[config.mk]
export PLATFORM = sky130hd
export DESIGN_NAME = ir_sweep_seq_flat
export DESIGN_NICKNAME = d
export VERILOG_FILES = /design/src/rtl/ir_sweep_seq_pkg.sv /design/src/rtl/ir_sweep_seq_if.sv /design/src/rtl/ir_sweep_seq_shadow_bank.sv /design/src/rtl/ir_sweep_seq.sv /design/src/flat_wrapper.sv
export SDC_FILE = /design/constraint.sdc
export NUM_CORES = 1
export LEC_CHECK = 0
export ABC_AREA = 1
export CAP_MARGIN = 20
export CORE_ASPECT_RATIO = 1.75
export CORE_MARGIN = 2
export CORE_UTILIZATION = 55
export DETAILED_ROUTE_END_ITERATION = 8
export PLACE_DENSITY = 0.83
export SYNTH_ARGS = -nofsm -noshare
export SYNTH_HDL_FRONTEND = slang
export SYNTH_HIERARCHICAL = 1
export SYNTH_SLANG_ARGS = --single-unit
[constraint.sdc]
create_clock -name clk -period 5.8 [get_ports clk]
set_clock_uncertainty 0.15 [all_clocks]
set_input_delay 1.16 -clock clk [delete_from_list [all_inputs] [get_ports clk]]
set_output_delay 1.16 -clock clk [all_outputs]
set_load 0.005 [all_outputs]
[src/rtl/ir_sweep_seq_pkg.sv]
// Shared types and constants for the IR line-sensor sweep sequencer.
// The slot table fixes both the A2D channel and the published destination of each reading.
package ir_pkg;

  localparam int NUM_SLOTS = 8;
  localparam int A2D_W     = 12;
  localparam int SLOT_W    = 3;

  typedef logic [SLOT_W-1:0] slot_t;
  typedef logic [2:0]        chnl_t;

  typedef enum logic [2:0] {
    IDLE,
    SETTLE,
    REQ,
    WAIT,
    PUB
  } state_e;

  // Slot order R0, L0, R1, L1, R2, L2, R3, L3 mapped to A2D channels.
  localparam chnl_t SLOT_CHNL [NUM_SLOTS] = '{
    3'd1, 3'd0, 3'd4, 3'd2, 3'd3, 3'd7, 3'd6, 3'd5
  };

endpackage

[src/rtl/ir_sweep_seq_if.sv]
// Conversion handshake between the sweep sequencer (master) and the A2D SPI block (slave).
interface ir_sweep_seq_if;
  import ir_pkg::*;

  logic              strt_cnv;
  chnl_t             chnnl;
  logic              cnv_cmplt;
  logic [A2D_W-1:0]  res;

  modport master (output strt_cnv, chnnl, input  cnv_cmplt, res);
  modport slave  (input  strt_cnv, chnnl, output cnv_cmplt, res);

endinterface

[src/rtl/ir_sweep_seq_shadow_bank.sv]
// Eight shadow registers filled one slot at a time, plus the published copy that
// only changes on the publish strobe so consumers never see a partial sweep.
module ir_shadow_bank
  import ir_pkg::*;
(
  input  logic             clk,
  input  logic             rst_n,
  input  logic             wr_en,
  input  slot_t            wr_slot,
  input  logic [A2D_W-1:0] wr_data,
  input  logic             pub_ld,
  output logic [A2D_W-1:0] pub [NUM_SLOTS]
);

  logic [A2D_W-1:0] shadow [NUM_SLOTS];

  // NOTE: sequential state uses non-blocking assignments so every register samples
  // pre-edge values; the bank is small and its reset value is visible, so it is reset.
  always_ff @(posedge clk or negedge rst_n) begin
    if (!rst_n) begin
      for (int i = 0; i < NUM_SLOTS; i++) shadow[i] <= '0;
    end else if (wr_en) begin
      shadow[wr_slot] <= wr_data;
    end
  end

  // The last slot is written on the same edge as the publish, so forward it.
  always_ff @(posedge clk or negedge rst_n) begin
    if (!rst_n) begin
      for (int i = 0; i < NUM_SLOTS; i++) pub[i] <= '0;
    end else if (pub_ld) begin
      for (int i = 0; i < NUM_SLOTS; i++)
        pub[i] <= (wr_en && (wr_slot == SLOT_W'(i))) ? wr_data : shadow[i];
    end
  end

endmodule

[src/rtl/ir_sweep_seq.sv]
// IR sensor sweep sequencer: powers the emitters, lets them settle, converts the eight
// line sensors in slot order with timeout retry, and publishes the set with one IR_vld.
module ir_sweep_seq
  import ir_pkg::*;
#(
  parameter int SETTLE_CYCLES  = 4096,
  parameter int TIMEOUT_CYCLES = 1024
) (
  input  logic               clk,
  input  logic               rst_n,
  input  logic               go,
  ir_sweep_seq_if.master     a2d,
  output logic               IR_en,
  output logic [A2D_W-1:0]   IR_R0,
  output logic [A2D_W-1:0]   IR_R1,
  output logic [A2D_W-1:0]   IR_R2,
  output logic [A2D_W-1:0]   IR_R3,
  output logic [A2D_W-1:0]   IR_L0,
  output logic [A2D_W-1:0]   IR_L1,
  output logic [A2D_W-1:0]   IR_L2,
  output logic [A2D_W-1:0]   IR_L3,
  output logic               IR_vld,
  output logic               busy
);

  localparam int SW = (SETTLE_CYCLES  > 1) ? $clog2(SETTLE_CYCLES)  : 1;
  localparam int TW = (TIMEOUT_CYCLES > 1) ? $clog2(TIMEOUT_CYCLES) : 1;
  localparam logic [SW-1:0] SETTLE_LAST  = SW'(SETTLE_CYCLES - 1);
  localparam logic [TW-1:0] TIMEOUT_LAST = TW'(TIMEOUT_CYCLES - 1);
  localparam slot_t         SLOT_LAST    = SLOT_W'(NUM_SLOTS - 1);

  state_e          state, state_d;
  logic [SW-1:0]   settle_cnt, settle_d;
  logic [TW-1:0]   tmo_cnt, tmo_d;
  slot_t           slot, slot_d, slot_inc;
  logic            strt_q, strt_d;
  chnl_t           chnnl_q, chnnl_d;
  logic            ir_en_q, ir_en_d;
  logic            ir_vld_q, busy_q;
  logic            wr_en, pub_ld;
  logic [A2D_W-1:0] pub [NUM_SLOTS];

  assign slot_inc = slot + SLOT_W'(1);

  // NOTE: every signal written here gets a default first, so no path can infer a latch.
  always_comb begin
    state_d  = state;
    settle_d = settle_cnt;
    tmo_d    = tmo_cnt;
    slot_d   = slot;
    strt_d   = 1'b0;
    chnnl_d  = chnnl_q;
    ir_en_d  = ir_en_q;
    wr_en    = 1'b0;
    pub_ld   = 1'b0;
    unique case (state)
      IDLE: begin
        if (go) begin
          state_d  = SETTLE;
          ir_en_d  = 1'b1;
          settle_d = '0;
          slot_d   = '0;
        end
      end
      SETTLE: begin
        if (settle_cnt == SETTLE_LAST) begin
          state_d = REQ;
          strt_d  = 1'b1;
          chnnl_d = SLOT_CHNL[slot];
        end else begin
          settle_d = settle_cnt + 1'b1;
        end
      end
      REQ: begin
        state_d = WAIT;
        tmo_d   = '0;
      end
      WAIT: begin
        // A completion on the timeout cycle wins: the result is taken, no retry.
        if (a2d.cnv_cmplt) begin
          wr_en = 1'b1;
          if (slot == SLOT_LAST) begin
            state_d = PUB;
            pub_ld  = 1'b1;
          end else begin
            state_d = REQ;
            slot_d  = slot_inc;
            strt_d  = 1'b1;
            chnnl_d = SLOT_CHNL[slot_inc];
          end
        end else if (tmo_cnt == TIMEOUT_LAST) begin
          state_d = REQ;
          strt_d  = 1'b1;
        end else begin
          tmo_d = tmo_cnt + 1'b1;
        end
      end
      PUB: begin
        if (go) begin
          state_d = REQ;
          slot_d  = '0;
          strt_d  = 1'b1;
          chnnl_d = SLOT_CHNL[0];
        end else begin
          state_d = IDLE;
          ir_en_d = 1'b0;
        end
      end
      default: state_d = IDLE;
    endcase
  end

  always_ff @(posedge clk or negedge rst_n) begin
    if (!rst_n) begin
      state      <= IDLE;
      settle_cnt <= '0;
      tmo_cnt    <= '0;
      slot       <= '0;
      strt_q     <= 1'b0;
      chnnl_q    <= '0;
      ir_en_q    <= 1'b0;
      ir_vld_q   <= 1'b0;
      busy_q     <= 1'b0;
    end else begin
      state      <= state_d;
      settle_cnt <= settle_d;
      tmo_cnt    <= tmo_d;
      slot       <= slot_d;
      strt_q     <= strt_d;
      chnnl_q    <= chnnl_d;
      ir_en_q    <= ir_en_d;
      ir_vld_q   <= pub_ld;
      busy_q     <= (state_d != IDLE);
    end
  end

  ir_shadow_bank u_bank (
    .clk     (clk),
    .rst_n   (rst_n),
    .wr_en   (wr_en),
    .wr_slot (slot),
    .wr_data (a2d.res),
    .pub_ld  (pub_ld),
    .pub     (pub)
  );

  assign a2d.strt_cnv = strt_q;
  assign a2d.chnnl    = chnnl_q;
  assign IR_en        = ir_en_q;
  assign IR_vld       = ir_vld_q;
  assign busy         = busy_q;

  assign IR_R0 = pub[0];
  assign IR_L0 = pub[1];
  assign IR_R1 = pub[2];
  assign IR_L1 = pub[3];
  assign IR_R2 = pub[4];
  assign IR_L2 = pub[5];
  assign IR_R3 = pub[6];
  assign IR_L3 = pub[7];

endmodule

[src/flat_wrapper.sv]
// flat-port wrapper written by rule: the top's interface ports become plain ports
module ir_sweep_seq_flat import ir_pkg::*;
#(
  parameter int SETTLE_CYCLES  = 4096,
  parameter int TIMEOUT_CYCLES = 1024
)
  (clk, rst_n, go, IR_en, IR_R0, IR_R1, IR_R2, IR_R3, IR_L0, IR_L1, IR_L2, IR_L3, IR_vld, busy, a2d_strt_cnv, a2d_chnnl, a2d_cnv_cmplt, a2d_res);
  ir_sweep_seq_if a2d_i ();
  input  logic clk;
  input  logic rst_n;
  input  logic go;
  output logic IR_en;
  output logic [A2D_W-1:0] IR_R0;
  output logic [A2D_W-1:0] IR_R1;
  output logic [A2D_W-1:0] IR_R2;
  output logic [A2D_W-1:0] IR_R3;
  output logic [A2D_W-1:0] IR_L0;
  output logic [A2D_W-1:0] IR_L1;
  output logic [A2D_W-1:0] IR_L2;
  output logic [A2D_W-1:0] IR_L3;
  output logic IR_vld;
  output logic busy;
  output wire logic [$bits(a2d_i.strt_cnv)-1:0] a2d_strt_cnv;
  output wire logic [$bits(a2d_i.chnnl)-1:0] a2d_chnnl;
  input wire logic [$bits(a2d_i.cnv_cmplt)-1:0] a2d_cnv_cmplt;
  input wire logic [$bits(a2d_i.res)-1:0] a2d_res;
  assign a2d_strt_cnv = a2d_i.strt_cnv;
  assign a2d_chnnl = a2d_i.chnnl;
  assign a2d_i.cnv_cmplt = a2d_cnv_cmplt;
  assign a2d_i.res = a2d_res;
  ir_sweep_seq #(.SETTLE_CYCLES(SETTLE_CYCLES), .TIMEOUT_CYCLES(TIMEOUT_CYCLES)) u_core (.clk(clk), .rst_n(rst_n), .go(go), .a2d(a2d_i), .IR_en(IR_en), .IR_R0(IR_R0), .IR_R1(IR_R1), .IR_R2(IR_R2), .IR_R3(IR_R3), .IR_L0(IR_L0), .IR_L1(IR_L1), .IR_L2(IR_L2), .IR_L3(IR_L3), .IR_vld(IR_vld), .busy(busy));
endmodule
## After elaboration in Yosys (flattened, before gate mapping)

Memory sizes are Yosys's and may differ from the RTL's.
Index checks and enable logic that the tools add are counted.

- RAM bits: 0
- Bits of input ports: 16
- Bits in read-only memories: 48
- Memories: 2
- Bits in registers: 227
- Latch bits: 0

- Multiplexer cells: 51
- $add $sub $neg: 3
- Bitwise gates (word level): 2
- Eq/ne operators: 23
- Magnitude comparators: 3
- Divide/modulo/power cells: 0
- Shift operators: 0
- $mul: 0
- Reductions and logical operators: 23

Memories:

| name | words | bits a word | read ports | clocked after memory_dff | write ports | RTL line | text |
|---|---|---|---|---|---|---|---|
| (name not given) | 8 | 3 | 1 | 0 | 0 | ir_sweep_seq.sv:89 | `chnnl_d = SLOT_CHNL[slot_inc];` |
| (name not given) | 8 | 3 | 1 | 0 | 0 | ir_sweep_seq.sv:69 | `chnnl_d = SLOT_CHNL[slot];` |

Operators by type and width:

| kind | count |
|---|---|
| 2-to-1 mux 12 bit | 11 |
| bitwise mux 96 bit | 1 |
| 2-to-1 mux 3 bit | 16 |
| demux 12 bit (select 3 bit) | 1 |
| one-hot mux 12 bit (2 select lines) | 1 |
| 2-to-1 mux 10 bit | 2 |
| one-hot mux 10 bit (2 select lines) | 1 |
| != test 2 bit (second input constant) | 8 |
| == test 3 bit (second input constant) | 5 |
| one-hot mux 3 bit (5 select lines) | 1 |
| adder 12 x 1 -> 12 bit (second input constant) | 1 |
| == test 12 bit (second input constant) | 1 |
| == test 3 x 2 -> 1 bit (second input constant) | 4 |
| 2-to-1 mux 1 bit | 12 |
| adder 10 x 1 -> 10 bit (second input constant) | 1 |
| == test 10 bit (second input constant) | 1 |
| logical AND 1 bit | 9 |
| one-hot mux 3 bit (3 select lines) | 1 |
| AND reduction 3 bit | 3 |
| >= comparator 4 bit (second input constant) | 2 |
| inverter 3 -> 4 bit | 2 |
| nonzero test 2 bit | 4 |
| == test 3 x 1 -> 1 bit (second input constant) | 2 |
| zero test 3 bit | 2 |
| 11 further kinds | 13 |

## Depth between registers and ports, before layout

- Depth in word-level cells: 8
- Mapped depth: 11
- Gate-level depth less buffers: 10

## Hierarchy

The synthesis kept the hierarchy.

Modules (own cells, without submodules):

| module | area each (um^2) | seq. area each (um^2) | times used | cells an instance |
|---|---|---|---|---|
| ir_shadow_bank | 8159.1 | 4804.6 | 1 | 943 |
| ir_sweep_seq | 2135.8 | 875.8 | 1 | 291 |

## Least setup slack after synthesis

Ideal clock, no wire load.

- Path kind: input to register
- From: input port a2d_cnv_cmplt
- To: register u_core/u_bank/pub[17] in the netlist's numbering
- Data arrival time: 2.102 ns
- Cell stages on the path: 8
- Setup slack: 3.430 ns
- Path through: nand2_1 -> nor2_1 -> buf_2 -> clkinv_1 -> buf_2 -> clkbuf_1 -> nand2_1 -> nand2_1

- Elaborated cells between the ends (all ways): 6
- Those cells by class: mux (5); reduce/logical (1)

RTL lines:

| element | RTL line | text |
|---|---|---|
| from (decl) | flat_wrapper.sv:25 | `input wire logic [$bits(a2d_i.cnv_cmplt)-1:0] a2d_cnv_cmplt;` |
| 2-to-1 mux 1 bit | ir_sweep_seq.sv:80 | `if (a2d.cnv_cmplt) begin` |
| 2-to-1 mux 1 bit | ir_sweep_seq.sv:56 | `unique case (state)` |
| net u_core.pub_ld | ir_sweep_seq.sv:40 | `logic wr_en, pub_ld;` |
| to (signal, indexed assignment) | ir_sweep_seq_shadow_bank.sv:33 | `pub[i] <= (wr_en && (wr_slot == SLOT_W'(i))) ? wr_data : shadow[i];` |
| to (decl) | ir_sweep_seq_shadow_bank.sv:12 | `output logic [A2D_W-1:0] pub [NUM_SLOTS]` |

The timed path passes the listed nets, and every way through them passes these cells.
A chain may end at the register's enable or synchronous reset.

## Worst setup path after layout

- From: input port a2d_cnv_cmplt
- To: register u_core/u_bank/pub[48] in the netlist's numbering

- Cells in the longest elaborated chain, start to end: 4
- Elaborated cells between the ends (all ways): 6
- Those cells by class: mux (5); reduce/logical (1)

Ends and longest elaborated chain:

| element | RTL line |
|---|---|
| 2-to-1 mux 1 bit | ir_sweep_seq.sv:80 |
| 2-to-1 mux 1 bit | ir_sweep_seq.sv:56 |
| net u_core.wr_en | ir_sweep_seq.sv:40 |
| logical AND 1 bit | ir_sweep_seq_shadow_bank.sv:33 |
| 2-to-1 mux 12 bit | ir_sweep_seq_shadow_bank.sv:33 |

The timed path passes the listed nets, and every way through them passes these cells.

==> impl_metrics.py <==
metrics = {
    "clock_tree": {
        "cts_tree": "done",
        "insertion_delay_ps": 500,
        "h-tree-depth": 1,
        "post_cts_resized": 0,
        "max-clock-path-buffers": 3,
        "cts_root_buffer": "clkbuf_16",
        "cts-hold-fix-buffers": 0,
        "clkSinkCount": 227,
        "post_cts_buffers": 0,
        "clk_pin_slew_ps": 60,
        "cts_buffers": 21,
    },
    "routing": {
        "vias": 8359,
        "routed_wl_mm": 25.0,
        "vias_per_cell": 5.29,
        "drtIter0Drc": 680,
        "drc": 0,
        "wire_per_inst_um": 15.8,
        "drtPass1Iterations": 5,
        "ant_nets": 0,
    },
    "place": {
        "pre_cts_ws_ps": 1980,
        "gp_congestion": 0.857,
        "portBuffers": 118,
        "dp_hpwl_mm": 16.0,
    },
    "power": {
        "p_clk_frac": 0.272,
        "peakVddDrop_v": 0.000289,
        "p_sw_mw": 1.72,
        "seqPwrFrac": 0.434,
        "sw_frac_of_total": 0.317,
        "p_comb_frac": 0.293,
        "power.density_nw_per_um2": 440,
        "p_int_mw": 3.70,
        "p_leak_nw": 6.17,
    },
    "timing": {
        "rsz0062_at_grt": "no",
        "setup_viol": 0,
        "period_share": 0.577,
        "hold_viol_final": 0,
        "layout_min_cycle_time_ps": 3350,
        "setup_slack_ps": 2450,
        "tightest_slew_ps": 1070,
        "relSlewSlack": 0.285,
        "slew_viol_final": 0,
        "hold_slack_ps": 330,
        "fmax_mhz": 299,
        "setup_tns_ps": 0,
    },
    "min_path": {
        "hp-class": "register to register",
    },
    "floorplan": {
        "io_pins": 119,
        "initial_core_util": 0.557,
        "fp.coreArea_um2": 18500,
        "die_w_um": 107,
        "die_h_um": 185,
        "design.die.area_um2": 19900,
        "rows": 66,
    },
    "logic_synthesis": {
        "yosysTopAreaCell": "dfrtp_1",
        "yosysWarnings": 6,
        "avgSynthCellArea_um2": 8.34,
        "ys_seq_area_frac": 0.552,
        "yosysTopAreaCellShare": 0.552,
        "netlist_instances": 1234,
        "ys_types": 33,
        "synth-seq-cells": 227,
        "syn-cell-area_um2": 10300,
        "synth_nets": 1256,
        "netlist_top_cells_area": "dfrtp_1 (55%), nand2_1 (14%), nand3_1 (10%), and2_1 (5.8%), inv_1 (5.2%)",
    },
    "grt": {
        "grt_max_degree": 122,
        "grt_antenna_before_repair": 0,
        "grt_use_total": 0.255,
        "grt_pass1_vias": 8150,
        "grt_overflow_total": 0,
        "grt_pass1_wl_mm": 40.1,
    },
    "critical_path": {
        "critical_path_class": "input port to register",
        "r2r_cells": 8,
        "end_kind": "register",
        "cp.arrival_ps": 3630,
        "r2r_slack_ps": 2890,
        "path_max_fanout": 31,
        "worstSetupStartpoint": "a2d_cnv_cmplt",
        "worstReg2RegStart": "u_core/slot[0]$_DFFE_PN0P_",
        "startpoint_type": "input port",
        "cp.required_ps": 6080,
        "r2r-end": "u_core/u_bank/pub[22]$_DFFE_PN0P_",
        "cp-endpoint": "u_core/u_bank/pub[48]$_DFFE_PN0P_",
    },
    "run_status": {
        "status": "complete, no violations",
    },
    "cells_and_area": {
        "nets": 1353,
        "final_layout_size_suffix_gt1_frac": 0.0506,
        "area.growth.synth_to_final_pct": 19.7,
        "fill_cells": 1479,
        "layout_common_cells": "nand2_1 (396), dfrtp_1 (227), nand3_1 (211)",
        "n_antenna_cell": 0,
        "layout_commonest_cell": "nand2_1",
    },
    "run": {
        "cap_violations": 0,
    },
}
==> worst max-delay path: stages <==
cell             delay (ps)
clkdlybuf4s50_1         550
inv_1                   100
nor2_1                  150
inv_1                    90
nor2_4                  500
buf_4                   370
nand2_1                 320
nand2_1                 210
nand3_1                  90
nand2_1                 100
==> flip-flops by register name, indices dropped and copies added, names as in the netlist <==
name and count:
u_core/IR_en 1, u_core/IR_vld 1, u_core/a2d.chnnl 3, u_core/a2d.strt_cnv 1, u_core/busy 1, u_core/settle_cnt 12, u_core/slot 3, u_core/state 3
u_core/tmo_cnt 10, u_core/u_bank/pub 96, u_core/u_bank/shadow 96
==> stage by stage <==
stage	power [mW]	instances	instance area (µm²)	util
floorplan	3.22	1234	10300	-
global placement	3.88	1546	11600	0.626
detailed placement	3.94	1546	11600	0.626
CTS	5.46	1581	12300	0.666
global route	5.75	1581	12300	0.666
finish	5.42	1581	12300	0.666
==> cell usage after synthesis, drive strengths merged <==
cell,number
ha,6
clkinv,1
dfrtp,227
o211ai,2
nand2,402
nand4,8
xor2,4
o21ai,30
or2,1
buf,37
nand3,213
inv,150
o21bai,1
and2,96
clkbuf,12
a21oi,5
nor3,1
nand3b,1
a21o,2
nor2,35
==> power by group through the flow <==
| stage | Combinational, mW | Sequential [mW] | Clock [mW] |
|---|---|---|---|
| 2_1_floorplan | 0.903 | 2.32 | 0 |
| 3_5_place_dp | 1.57 | 2.38 | 0 |
| 3_3_place_gp | 1.52 | 2.36 | 0 |
| 4_1_cts | 1.60 | 2.35 | 1.51 |
| 6_report | 1.59 | 2.36 | 1.48 |
| 5_1_grt | 1.80 | 2.40 | 1.55 |
==> layout make-up <==
| cell class | count | area (µm²) | area share |
|---|---|---|---|
| Multi-Input combinational cell | 807 | 3800 | 0.309 |
| Tap cell | 238 | 298 | 0.0242 |
| Inverter | 151 | 569 | 0.0462 |
| Clock buffer | 25 | 571 | 0.0463 |
| Clock inverter | 10 | 161 | 0.0131 |
| Sequential cell | 227 | 5680 | 0.461 |
| Timing Repair Buffer | 123 | 1240 | 0.100 |
==> worst min-delay path by stage <==
stage / start / cells after the start / end
after floorplan: u_core/a2d.chnnl[0]$_DFFE_PN0P_ / 2 / u_core/a2d.chnnl[0]$_DFFE_PN0P_
after global placement: u_core/u_bank/pub[35]$_DFFE_PN0P_ / 2 / u_core/u_bank/pub[35]$_DFFE_PN0P_
after detailed placement: u_core/a2d.chnnl[2]$_DFFE_PN0P_ / 2 / u_core/a2d.chnnl[2]$_DFFE_PN0P_
after CTS: u_core/a2d.chnnl[2]$_DFFE_PN0P_ / 2 / u_core/a2d.chnnl[2]$_DFFE_PN0P_
after global routing: u_core/u_bank/pub[36]$_DFFE_PN0P_ / 2 / u_core/u_bank/pub[36]$_DFFE_PN0P_
final: u_core/a2d.chnnl[1]$_DFFE_PN0P_ / 2 / u_core/a2d.chnnl[1]$_DFFE_PN0P_
==> layer usage <==
metal  wire length (µm)  track usage  vias up
li1                   -            -     4030
met1               9560        0.298     4015
met2              13200        0.468      255
met3               1490       0.0398       59
met4                773       0.0969        0
met5                  0            0        -
==> logic make-up (layout without fill, tap and decap cells) <==
kind of cell	after synthesis	after routing	share of synthesized area
AOI/OAI and AO/OA	40	40	0.0218
xor gates and xnor gates	4	4	0.00340
adders and majority gates	6	6	0.00729
buffers and inverters	200	309	0.0796
DFF	227	227	0.552
and+or+nand+nor	757	757	0.336
(Power assumes the default switching activity.)
